File: src/rtl/ram_fifo_pkg.sv
`default_nettype none
// ----------------------------------------------------------------------------
// ram_fifo_pkg: shared sizing helpers and output-slot record. Rev 1.0
// ----------------------------------------------------------------------------
package ram_fifo_pkg;

    // Widest word the output slots can carry; narrower builds use the low bits.
    localparam int unsigned SLOT_DW_MAX = 64;

    typedef struct packed {
        logic                   valid;
        logic [SLOT_DW_MAX-1:0] data;
    } slot_t;

    function automatic int fifo_depth(input int addr_width);
        return 1 << addr_width;
    endfunction

    function automatic int cnt_w(input int addr_width);
        return addr_width + 2;
    endfunction

endpackage
`default_nettype wire

File: src/rtl/fifo_out_skid.sv
`default_nettype none
// ----------------------------------------------------------------------------
// fifo_out_skid: two-slot FWFT output buffer that absorbs the RAM read latency. Rev 1.0
// ----------------------------------------------------------------------------
module fifo_out_skid
    import ram_fifo_pkg::*;
#(
    parameter int DATA_WIDTH = 8
) (
    input  logic                  clk,
    input  logic                  rst_n,
    input  logic                  pend_i,
    input  logic [DATA_WIDTH-1:0] rd_data_i,
    input  logic                  m_ready_i,
    output logic [1:0]            occ_o,
    output logic                  m_valid_o,
    output logic [DATA_WIDTH-1:0] m_data_o
);

    slot_t slot0_q;
    slot_t slot1_q;
    slot_t slot0_d;
    slot_t slot1_d;
    logic  pop;

    always_comb begin
        slot0_d = slot0_q;
        slot1_d = slot1_q;
        pop     = slot0_q.valid & m_ready_i;

        if (pop) begin
            slot0_d = slot1_q;
            slot1_d = '0;
        end

        // The issue rule upstream guarantees a free slot whenever a read lands.
        if (pend_i) begin
            if (!slot0_d.valid) begin
                slot0_d.valid = 1'b1;
                slot0_d.data  = SLOT_DW_MAX'(rd_data_i);
            end else begin
                slot1_d.valid = 1'b1;
                slot1_d.data  = SLOT_DW_MAX'(rd_data_i);
            end
        end
    end

    always_ff @(posedge clk or negedge rst_n) begin
        if (!rst_n) begin
            slot0_q <= '0;
            slot1_q <= '0;
        end else begin
            slot0_q <= slot0_d;
            slot1_q <= slot1_d;
        end
    end

    assign occ_o     = {1'b0, slot0_q.valid} + {1'b0, slot1_q.valid};
    assign m_valid_o = slot0_q.valid;
    assign m_data_o  = slot0_q.data[DATA_WIDTH-1:0];

endmodule
`default_nettype wire

File: src/rtl/ram_fifo_ctrl.sv
`default_nettype none
// ----------------------------------------------------------------------------
// ram_fifo_ctrl: valid/ready FIFO controller driving a dual-port RAM, FWFT pop side. Rev 1.0
// ----------------------------------------------------------------------------
module ram_fifo_ctrl
    import ram_fifo_pkg::*;
#(
    parameter int DATA_WIDTH = 8,
    parameter int ADDR_WIDTH = 4
) (
    input  logic                         clk,
    input  logic                         rst_n,
    input  logic                         s_valid,
    output logic                         s_ready,
    input  logic [DATA_WIDTH-1:0]        s_data,
    output logic                         m_valid,
    input  logic                         m_ready,
    output logic [DATA_WIDTH-1:0]        m_data,
    output logic [cnt_w(ADDR_WIDTH)-1:0] count,
    output logic                         ram_we_a,
    output logic [ADDR_WIDTH-1:0]        ram_addr_a,
    output logic [DATA_WIDTH-1:0]        ram_din_a,
    output logic                         ram_we_b,
    output logic [ADDR_WIDTH-1:0]        ram_addr_b,
    input  logic [DATA_WIDTH-1:0]        ram_dout_b
);

    localparam int CNT_W = cnt_w(ADDR_WIDTH);
    localparam int RCW   = ADDR_WIDTH + 1;
    localparam logic [RCW-1:0] RAM_FULL = RCW'(fifo_depth(ADDR_WIDTH));

    logic [ADDR_WIDTH-1:0] wr_ptr_q,  wr_ptr_d;
    logic [ADDR_WIDTH-1:0] rd_ptr_q,  rd_ptr_d;
    logic [RCW-1:0]        ram_cnt_q, ram_cnt_d;
    logic                  pend_q,    pend_d;
    logic [CNT_W-1:0]      count_q,   count_d;

    logic       push;
    logic       pop;
    logic       rd_issue;
    logic [1:0] occ;
    logic [2:0] slots_claimed;

    assign s_ready = (ram_cnt_q < RAM_FULL);
    // Gated by rst_n so no write strobe reaches the RAM while reset is held.
    assign push    = s_valid & s_ready & rst_n;
    assign pop     = m_valid & m_ready;

    // Slots already taken or promised, net of the word leaving this cycle.
    assign slots_claimed = {1'b0, occ} + {2'b00, pend_q};
    assign rd_issue      = (ram_cnt_q != '0) && (slots_claimed < (3'd2 + {2'b00, pop}));

    always_comb begin
        wr_ptr_d  = wr_ptr_q;
        rd_ptr_d  = rd_ptr_q;
        pend_d    = rd_issue;
        ram_cnt_d = ram_cnt_q + RCW'(push) - RCW'(rd_issue);
        count_d   = count_q + CNT_W'(push) - CNT_W'(pop);
        if (push) begin
            wr_ptr_d = wr_ptr_q + 1'b1;
        end
        if (rd_issue) begin
            rd_ptr_d = rd_ptr_q + 1'b1;
        end
    end

    always_ff @(posedge clk or negedge rst_n) begin
        if (!rst_n) begin
            wr_ptr_q  <= '0;
            rd_ptr_q  <= '0;
            ram_cnt_q <= '0;
            pend_q    <= 1'b0;
            count_q   <= '0;
        end else begin
            wr_ptr_q  <= wr_ptr_d;
            rd_ptr_q  <= rd_ptr_d;
            ram_cnt_q <= ram_cnt_d;
            pend_q    <= pend_d;
            count_q   <= count_d;
        end
    end

    fifo_out_skid #(
        .DATA_WIDTH (DATA_WIDTH)
    ) u_skid (
        .clk       (clk),
        .rst_n     (rst_n),
        .pend_i    (pend_q),
        .rd_data_i (ram_dout_b),
        .m_ready_i (m_ready),
        .occ_o     (occ),
        .m_valid_o (m_valid),
        .m_data_o  (m_data)
    );

    assign ram_we_a   = push;
    assign ram_addr_a = wr_ptr_q;
    assign ram_din_a  = s_data;
    assign ram_we_b   = 1'b0;
    assign ram_addr_b = rd_ptr_q;
    assign count      = count_q;

endmodule
`default_nettype wire

File: config.mk
export PLATFORM = sky130hd
export DESIGN_NAME = ram_fifo_ctrl
export DESIGN_NICKNAME = d
export VERILOG_FILES = /design/src/rtl/ram_fifo_pkg.sv /design/src/rtl/fifo_out_skid.sv /design/src/rtl/ram_fifo_ctrl.sv
export SDC_FILE = /design/constraint.sdc
export NUM_CORES = 1
export LEC_CHECK = 0
export CAP_MARGIN = 10
export CORE_MARGIN = 2
export CORE_UTILIZATION = 45
export DETAILED_ROUTE_END_ITERATION = 10
export PLACE_DENSITY = 0.76
export SLEW_MARGIN = 30
export SYNTH_ARGS = -nofsm -noshare
export SYNTH_HDL_FRONTEND = slang
export SYNTH_SLANG_ARGS = --single-unit
File: constraint.sdc
create_clock -name clk -period 3.4 [get_ports clk]
set_clock_uncertainty 0.2 [all_clocks]
set_input_delay 0.85 -clock clk [delete_from_list [all_inputs] [get_ports clk]]
set_output_delay 0.85 -clock clk [all_outputs]
set_load 0.02 [all_outputs]
==> impl_results.md, run 1 <==
* Root Buffer: clkbuf_8
* Max stage delay on crit path at 610 ps
* Routability cong. at 0.687
* Post-layout minimum cycle time at ~3200 ps
* Hold Fails Final Rpt at 0
* Final max-slew violation count at 0
* Critical path class: primary input to output pin
* Initial antenna violation count at 0
* Seq/Total Area, Yosys at 0.487
* Num CTS Buffers at 5
* Synthesized instance count at 179
* Mux cell area share after synthesis at 0.0468
* Average size of a mapped cell at 10.9 µm²
* WP data required at 2350 ps
* Worst vdd ir at 0.000438 V
* Overall Power at 2700 µW
* Post-CTS sizing at 0
* Syn Nets at 216
* Core ar. at 4090 µm²
* Latest clock arrival within the worst-skew pair at 290 ps
* Gr usage total at 0.150
* # DRC at 0
* I/O Buffers at 36
* P&R area growth vs syn at 23.3%
* Synth Flop Type: dfrtp_1
* Worst setup SP type: primary input
* Final period util at 0.955
* Main combinational cell family by area after synthesis: adder cells
* Post-Place Worst Slack at between 100 and 150 ps
* N_diodes at 0
* Crit-path max FO at 4
* Worst EP arrival at 2200 ps
* Syn Std Cell Area at 1950 µm²
* Post-route setup TNS at 0 ps
* Share of layout cells above drive strength 1 at 0.0744
* Simple-Gate Fraction of Synth Area at 0.0853
* First-pass GRT wire length at about 5.9 mm
* Clk buf depth at 2
* RSZ-0062 raised after global routing: no
* Compound-Gate Fraction of Synth Area at 0.102
* Die X at approximately 70 µm
* Post-layout util at 0.589
* CP endpoint kind: output pin
* Number of synthesized flops with an enable pin at 0
* Grt ovf at 0
* Synth area leader: dfrtp_1
* Post-synthesis async set-or-reset flop share at 1.00
* Clock sinks at 38
* 1st-pass router iterations at 4
* Yosys top cell area share at 0.487
* Dpl hpwl at 2.29 mm
* Area of the multi-input gates at 827 µm²
* Synth warnings at 0
* LEAKAGE at 0.00117 µW
* HP Class: register to register
* Max cap viols at 0
* Number of setup buffers added after CTS at 0
* Die ar. at 4880 µm²
* Largest net degree at the start of global routing at 39
* PwrDens at 1120 nW/µm²
* Final net count at 251
* Status: completed
* # setup viols final at 0
* Crit path top cell by count: clkdlybuf4s50_1
* Leading cell types in the layout, fill and taps excluded: 38 x dfrtp_1, 35 x clkdlybuf4s50_1, 24 x inv_1
* Fin worst setup slack at roughly 150 ps
* Top-Level Pins at 54
* Clock-pin slew on the worst setup and hold paths at 70 ps
* Final WL at 3.16 mm
* Vias in the first global route at 1308
* Most common cell after layout, fill and taps aside: dfrtp_1
* Synth area leaders: dfrtp_1 49%, ha_1 9.0%, xnor2_1 4.9%
* Yosys reg bits at 38
* Routed Antenna Nets at 0
* Number of vias in the routed layout at 1271
* Initial core utilization at 0.478
* Htree depth at 2
* Fmax at 0.308 GHz
* Number of fill cells at 359
* DR WL/cell at roughly 12 µm
* Rows at 23
* Worst path cell trace: clkdlybuf4s50_1 > nand3_1 > inv_1 > clkdlybuf4s50_1
* Number of unique standard cell types used by synthesis at 27
* Post-Synth XOR/XNOR Area at 0.0673
* FF/Latch Area at 951 µm²
* CTS tree: built
* Die Y at ~70 µm
* Adder-Cell Fraction of Synth Area at 0.121
* Post-CTS Hold Fix Bufs at 0
* DR vias/cell at approximately 4.8
* Slowest CP cell: clkdlybuf4s50_1
* Starting DRT DRC Count at 65
-- final timing paths --
kind	from	end	slack (ps)	cells after the start
max	s_valid	ram_we_a	150	4
min	ram_addr_b[3]	ram_addr_b[3]	290	1
max reg2reg	u_skid.m_valid_o	ram_cnt_q[4]	510	11
min reg2reg	ram_addr_b[3]	ram_addr_b[3]	290	1
max in group asynchronous	rst_n	u_skid.m_valid_o	2220	2
min in group asynchronous	rst_n	ram_addr_a[2]	440	2
-- cell families (layout without fill, tap and decap cells) --
logic type,after synthesis,after routing
AO/OA/AOI/OAI,30,30
AND/OR/NAND/NOR,33,33
XOR/XNOR,15,15
buffers and inverters,36,72
multiplexers,9,9
flip-flops,38,38
other,1,1
adder cells (fa/ha/maj),17,17
-- cell type report --
type                       instances  area share
clock buffer                       7      0.0359
clock inverter                     1     0.00208
inverter                          24      0.0374
multi-input combinational        105       0.344
sequential                        38       0.395
tap                               50      0.0260
timing repair buffer              40       0.160
-- cell usage after synthesis (2+ instances only) --
cell type / instances
a21o_1: 3
a21oi_1: 13
buf_4: 10
dfrtp_1: 38
fa_1: 3
ha_1: 14
inv_1: 24
mux2i_1: 8
nand2_1: 7
nand3_1: 9
nand4_1: 2
nor2_1: 11
o21ai_0: 9
o21bai_1: 2
xnor2_1: 11
xor2_1: 4
-- worst max-delay path, delay by kind of cell --
kind                   cells  cell delay (ps)
AND/OR/NAND/NOR            1              160
buffers and inverters      3             1190
-- metrics by stage --
step	hold slack, ps	instance area (µm²)	std cells
after floorplan	268	1950	179
after global routing	311	2410	265
final	289	2410	265
after CTS	284	2410	265
after detailed placement	270	2320	257
after global placement	260	2320	257
-- state kept, by name, indices dropped and copies added, names as in the netlist --
signal and flops:
pend_q 1, ram_addr_b 4, ram_addr_a 4, count 6
u_skid.m_valid_o 1, u_skid.m_data_o 8, u_skid.slot1_q 9, ram_cnt_q 5
-- routing by layer --
| layer | global-route usage | part of all wire |
|---|---|---|
| met1 | 0.189 | 0.45 |
| met2 | 0.242 | 0.48 |
| met3 | 0.0418 | 0.045 |
| met4 | 0.0662 | 0.020 |
| met5 | 0 | 0 |
-- power by group --
group | leakage [µW] | internal, µW | switching, µW
logic | 0.000668 | 748 | 770
clock network | 0.0000482 | 164 | 154
registers | 0.000458 | 696 | 172
Power figures use the tool's default switching activity.
==> inputs of run 2 (changes only) <==
--- a/config.mk
+++ b/config.mk
@@ -6,7 +6,6 @@
 export NUM_CORES = 1
 export LEC_CHECK = 0
 export CAP_MARGIN = 10
-export CORE_MARGIN = 2
 export CORE_UTILIZATION = 45
 export DETAILED_ROUTE_END_ITERATION = 10
 export PLACE_DENSITY = 0.76
==> impl_results.md, run 2 (synthesis results as in run 1) <==
* Core ar. at 4090 µm² (unchanged)
* Share of layout cells above drive strength 1 at 0.0791 (+0.00465)
* Routability cong. at 0.722 (+5.0%)
* Dpl hpwl at 2.35 mm (+2.7%)
* Root Buffer: clkbuf_8
* Crit-path max FO at 4 (unchanged)
* Routed Antenna Nets at 0 (unchanged)
* RSZ-0062 raised after global routing: no
* Die Y at 67.9 µm (-2.9%)
* Number of fill cells at 373 (+3.9%)
* Fmax at 0.312 GHz (+1.2%)
* Final WL at 3.17 mm (+0.16%)
* Top-Level Pins at 54 (unchanged)
* Post-route setup TNS at 0 ps (unchanged)
* Worst reg-to-reg setup slack at 510 ps (about the same)
* Met3 Use GR at 0.0317 (-0.0102)
* Worst path cell trace: clkdlybuf4s50_1 > nand3_1 > inv_1 > clkdlybuf4s50_1
* Cells on worst reg2reg path at 11 (unchanged)
* First-pass GRT wire length at 5.35 mm (-8.9%)
* FF/Latch Area at 951 µm² (unchanged)
* Final net count at 251 (unchanged)
* Htree depth at 2 (unchanged)
* Grt ovf at 0 (unchanged)
* Gr usage total at 0.162 (+0.0117)
* Min Hold Slack at 276 ps (-12.8 ps)
* Worst vdd ir at 0.000556 V (+27%)
* Post-CTS sizing at 0 (unchanged)
* Latest clock arrival within the worst-skew pair at 290 ps (about the same)
* Die X at 67.9 µm (-2.9%)
* 1st-pass router iterations at 4 (unchanged)
* Final max-slew violation count at 0 (unchanged)
* # DRC at 0 (unchanged)
* Post-layout minimum cycle time at 3210 ps (-38.3 ps)
* Post-CTS Hold Fix Bufs at 0 (unchanged)
* Number of vias in the routed layout at 1283 (+0.94%)
* Clock sinks at 38 (unchanged)
* CTS tree: built
* HP Class: register to register
* Worst hold start: ram_addr_a[3]
* Most common cell after layout, fill and taps aside: dfrtp_1
* Largest Register: u_skid.slot1_q
* Final period util at 0.943 (-0.0113)
* Num CTS Buffers at 5 (unchanged)
* Fin worst setup slack at 192 ps (+38.3 ps)
* Largest register FFs at 9 (unchanged)
* R2R Path End: ram_cnt_q[4]
* PwrDens at 1130 nW/µm² (+1.1%)
* WP data required at 2350 ps (about the same)
* Initial antenna violation count at 0 (unchanged)
* Post-Place Worst Slack at 177 ps (+27.4 ps)
* Slowest CP cell: clkdlybuf4s50_1
* Grt met2 use at 0.277 (+0.0349)
* Global routing's busiest layer: met2
* P&R area growth vs syn at 24.3%
* Hold Fails Final Rpt at 0 (unchanged)
* # setup viols final at 0 (unchanged)
* DR vias/cell at 4.84 (+0.94%)
* Rows at 23 (unchanged)
* Crit path top cell by count: clkdlybuf4s50_1
* Starting DRT DRC Count at 37 (-43%)
* Hold Path Cell Cnt at 1 (unchanged)
* Worst EP arrival at 2160 ps (-40 ps)
* Vias in the first global route at 1266 (-3.2%)
* Die ar. at 4600 µm² (-5.6%)
* N_diodes at 0 (unchanged)
* CP endpoint kind: output pin
* Critical path class: primary input to output pin
* Clock-pin slew on the worst setup and hold paths at 70 ps (about the same)
* Initial core utilization at 0.478 (unchanged)
* LEAKAGE at 0.00118 µW (+0.79%)
* RR Startpoint: u_skid.m_valid_o
* GRT met1 Usage at 0.183 (-0.00519)
* Leading cell types in the layout, fill and taps excluded: 38 x dfrtp_1, 35 x clkdlybuf4s50_1, 24 x inv_1
* Largest net degree at the start of global routing at 39 (unchanged)
* Worst setup SP type: primary input
* Max stage delay on crit path at 600 ps (about the same)
* Status: completed
* Max cap viols at 0 (unchanged)
* Area of the multi-input gates at 827 µm² (unchanged)
* WHS Endpoint: ram_addr_a[3]
* Clk buf depth at 2 (unchanged)
* I/O Buffers at 36 (unchanged)
* DR WL/cell at 12.0 µm (+0.16%)
* Number of setup buffers added after CTS at 0 (unchanged)
## run 2: area by class of cell
cell class | count | area share
clock buffer | 8 | 0.0454
inverter | 24 | 0.0371
multi-input combinational | 105 | 0.341
sequential | 38 | 0.392
tap | 50 | 0.0258
timing repair buffer | 40 | 0.159
## run 2: per-layer routing
metal / up-vias / wire length [µm]
li1: 644 / -
met1: 604 / 1420
met2: 27 / 1540
met3: 8 / 128
met4: 0 / 83
met5: - / 0
## run 2: where the power goes
group	total, µW	switching, µW	internal (µW)
clock	357	152	205
combinational	1530	776	750
sequential	870	174	696
## run 2: worst max path at each step
| stage | startpoint | endpoint | slack (ps) | depth (start not counted) |
|---|---|---|---|---|
| floorplan | m_ready | count[4] | 400 | 10 |
| global placement | s_valid | ram_we_a | 180 | 4 |
| detailed placement | s_valid | ram_we_a | 180 | 4 |
| finish | s_valid | ram_we_a | 190 | 4 |
| CTS | s_valid | ram_we_a | 180 | 4 |
| global route | s_valid | ram_we_a | 110 | 4 |
## run 2: through the flow
step	power, µW	utilization	cell area [µm²]	std cells
CTS	2800	0.594	2430	265
floorplan	1920	-	1950	179
finish	2750	0.594	2430	265
detailed placement	2440	0.567	2320	257
global route	3010	0.594	2430	265
global placement	2370	0.567	2320	257
## run 2: critical path, delay by kind of cell
kind	cells	cell delay, ps
AND/OR/NAND/NOR	1	150
buffers and inverters	3	1160
==> inputs of run 3 (changes only) <==
--- a/config.mk
+++ b/config.mk
@@ -7,8 +7,9 @@
 export LEC_CHECK = 0
 export CAP_MARGIN = 10
 export CORE_UTILIZATION = 45
+export CTS_CLUSTER_SIZE = 20
 export DETAILED_ROUTE_END_ITERATION = 10
-export PLACE_DENSITY = 0.76
+export PLACE_DENSITY = 0.75
 export SLEW_MARGIN = 30
 export SYNTH_ARGS = -nofsm -noshare
 export SYNTH_HDL_FRONTEND = slang
==> impl_results.md, run 3 (synthesis results as in run 1) <==
* Vias in the first global route at 1255 (-0.87%)
* Post-CTS Hold Fix Bufs at 0 (unchanged)
* Starting DRT DRC Count at 36 (-2.7%)
* Clock-pin slew on the worst setup and hold paths at 70 ps (about the same)
* Hold Fails Final Rpt at 0 (unchanged)
* Final period util at 0.952 (+0.00849)
* Die ar. at 4600 µm² (unchanged)
* Core ar. at 4090 µm² (unchanged)
* Crit-path max FO at 4 (unchanged)
* Largest Register: u_skid.slot1_q
* # DRC at 0 (unchanged)
* Routability cong. at 0.726 (+0.61%)
* LEAKAGE at 0.00117 µW (-0.78%)
* Post-route setup TNS at 0 ps (unchanged)
* Rows at 23 (unchanged)
* CTS tree: built
* Final net count at 251 (unchanged)
* Worst setup SP type: primary input
* Num CTS Buffers at 5 (unchanged)
* P&R area growth vs syn at 23.3%
* Fin worst setup slack at 163 ps (-28.9 ps)
* Number of vias in the routed layout at 1295 (+0.94%)
* Status: completed
* PwrDens at 1120 nW/µm² (-0.97%)
* HP Class: register to register
* Worst EP arrival at 2190 ps (+30 ps)
* Grt ovf at 0 (unchanged)
* Worst vdd ir at 0.000558 V (+0.30%)
* # setup viols final at 0 (unchanged)
* Root Buffer: clkbuf_8
* Die X at 67.9 µm (unchanged)
* Routed Antenna Nets at 0 (unchanged)
* First-pass GRT wire length at 5.39 mm (+0.64%)
* Die Y at 67.9 µm (unchanged)
* Initial antenna violation count at 0 (unchanged)
* Most common cell after layout, fill and taps aside: dfrtp_1
* Leading cell types in the layout, fill and taps excluded: 38 x dfrtp_1, 35 x clkdlybuf4s50_1, 24 x inv_1
* Latest clock arrival within the worst-skew pair at 280 ps (about the same)
* Critical path launch point: s_valid
* Number of fill cells at 380 (+1.9%)
* Largest register FFs at 9 (unchanged)
* Htree depth at 2 (unchanged)
* Critical path class: primary input to output pin
* Number of setup buffers added after CTS at 0 (unchanged)
* DR vias/cell at 4.89 (+0.94%)
* RSZ-0062 raised after global routing: no
* Clock sinks at 38 (unchanged)
* Worst hold start: ram_addr_a[3]
* DR WL/cell at 12.0 µm (+0.69%)
* Fmax at 0.309 GHz (-0.89%)
* Dpl hpwl at 2.35 mm (about the same)
* Final WL at 3.19 mm (+0.69%)
* RR Startpoint: u_skid.m_valid_o
* 1st-pass router iterations at 4 (unchanged)
* Clk buf depth at 2 (unchanged)
* Final max-slew violation count at 0 (unchanged)
* Gr usage total at 0.161 (-0.000884)
* CP endpoint kind: output pin
* Top-Level Pins at 54 (unchanged)
* Initial core utilization at 0.478 (unchanged)
* Min Hold Slack at 278 ps (+1.81 ps)
* Post-layout minimum cycle time at 3240 ps (+28.9 ps)
* Post-Place Worst Slack at 174 ps (-2.46 ps)
* Max cap viols at 0 (unchanged)
* I/O Buffers at 36 (unchanged)
* Post-CTS sizing at 0 (unchanged)
* Largest net degree at the start of global routing at 39 (unchanged)
* N_diodes at 0 (unchanged)
* Share of layout cells above drive strength 1 at 0.0744 (-0.00465)
* WP data required at 2350 ps (about the same)
run 3: metrics by stage:
| stage | total power [µW] | utilization | std cells | cell area, µm² |
|---|---|---|---|---|
| 5_1_grt | 2970 | 0.589 | 265 | 2410 |
| 3_3_place_gp | 2380 | 0.567 | 257 | 2320 |
| 3_5_place_dp | 2420 | 0.567 | 257 | 2320 |
| 4_1_cts | 2740 | 0.589 | 265 | 2410 |
| 2_1_floorplan | 1920 | - | 179 | 1950 |
| 6_report | 2710 | 0.589 | 265 | 2410 |
run 3: worst max-delay path, cell delays in order:
cell	delay, ps
clkdlybuf4s50_1	460
nand3_1	160
inv_1	120
clkdlybuf4s50_1	610
run 3: path summary, 6_finish.rpt:
check                                endpoint  slack [ps]  depth (start not counted)
min in group asynchronous        ram_cnt_q[4]         440                          2
max                                  ram_we_a         160                          4
min                             ram_addr_a[3]         280                          1
min reg2reg                     ram_addr_a[3]         280                          1
max reg2reg                      ram_cnt_q[4]         510                         11
max in group asynchronous  u_skid.m_data_o[6]        2230                          2
run 3: final cells by class:
cell class	count	area (µm²)	area share
Sequential cell	38	951	0.395
Multi-Input combinational cell	105	827	0.344
Timing Repair Buffer	40	385	0.160
Inverter	24	90.1	0.0374
Clock buffer	7	86.3	0.0359
Tap cell	50	62.6	0.0260
Clock inverter	1	5.00	0.00208
run 3: layer usage:
layer | track usage | vias to the layer above | part of all wire
li1 | - | 648 | -
met1 | 0.185 | 616 | 0.44
met2 | 0.276 | 27 | 0.51
met3 | 0.0533 | 4 | 0.038
met4 | 0.0625 | 0 | 0.013
met5 | 0 | - | 0
run 3: report_power, final:
group          internal (µW)  switching (µW)
combinational            748             776
clock                    164             150
sequential               696             171
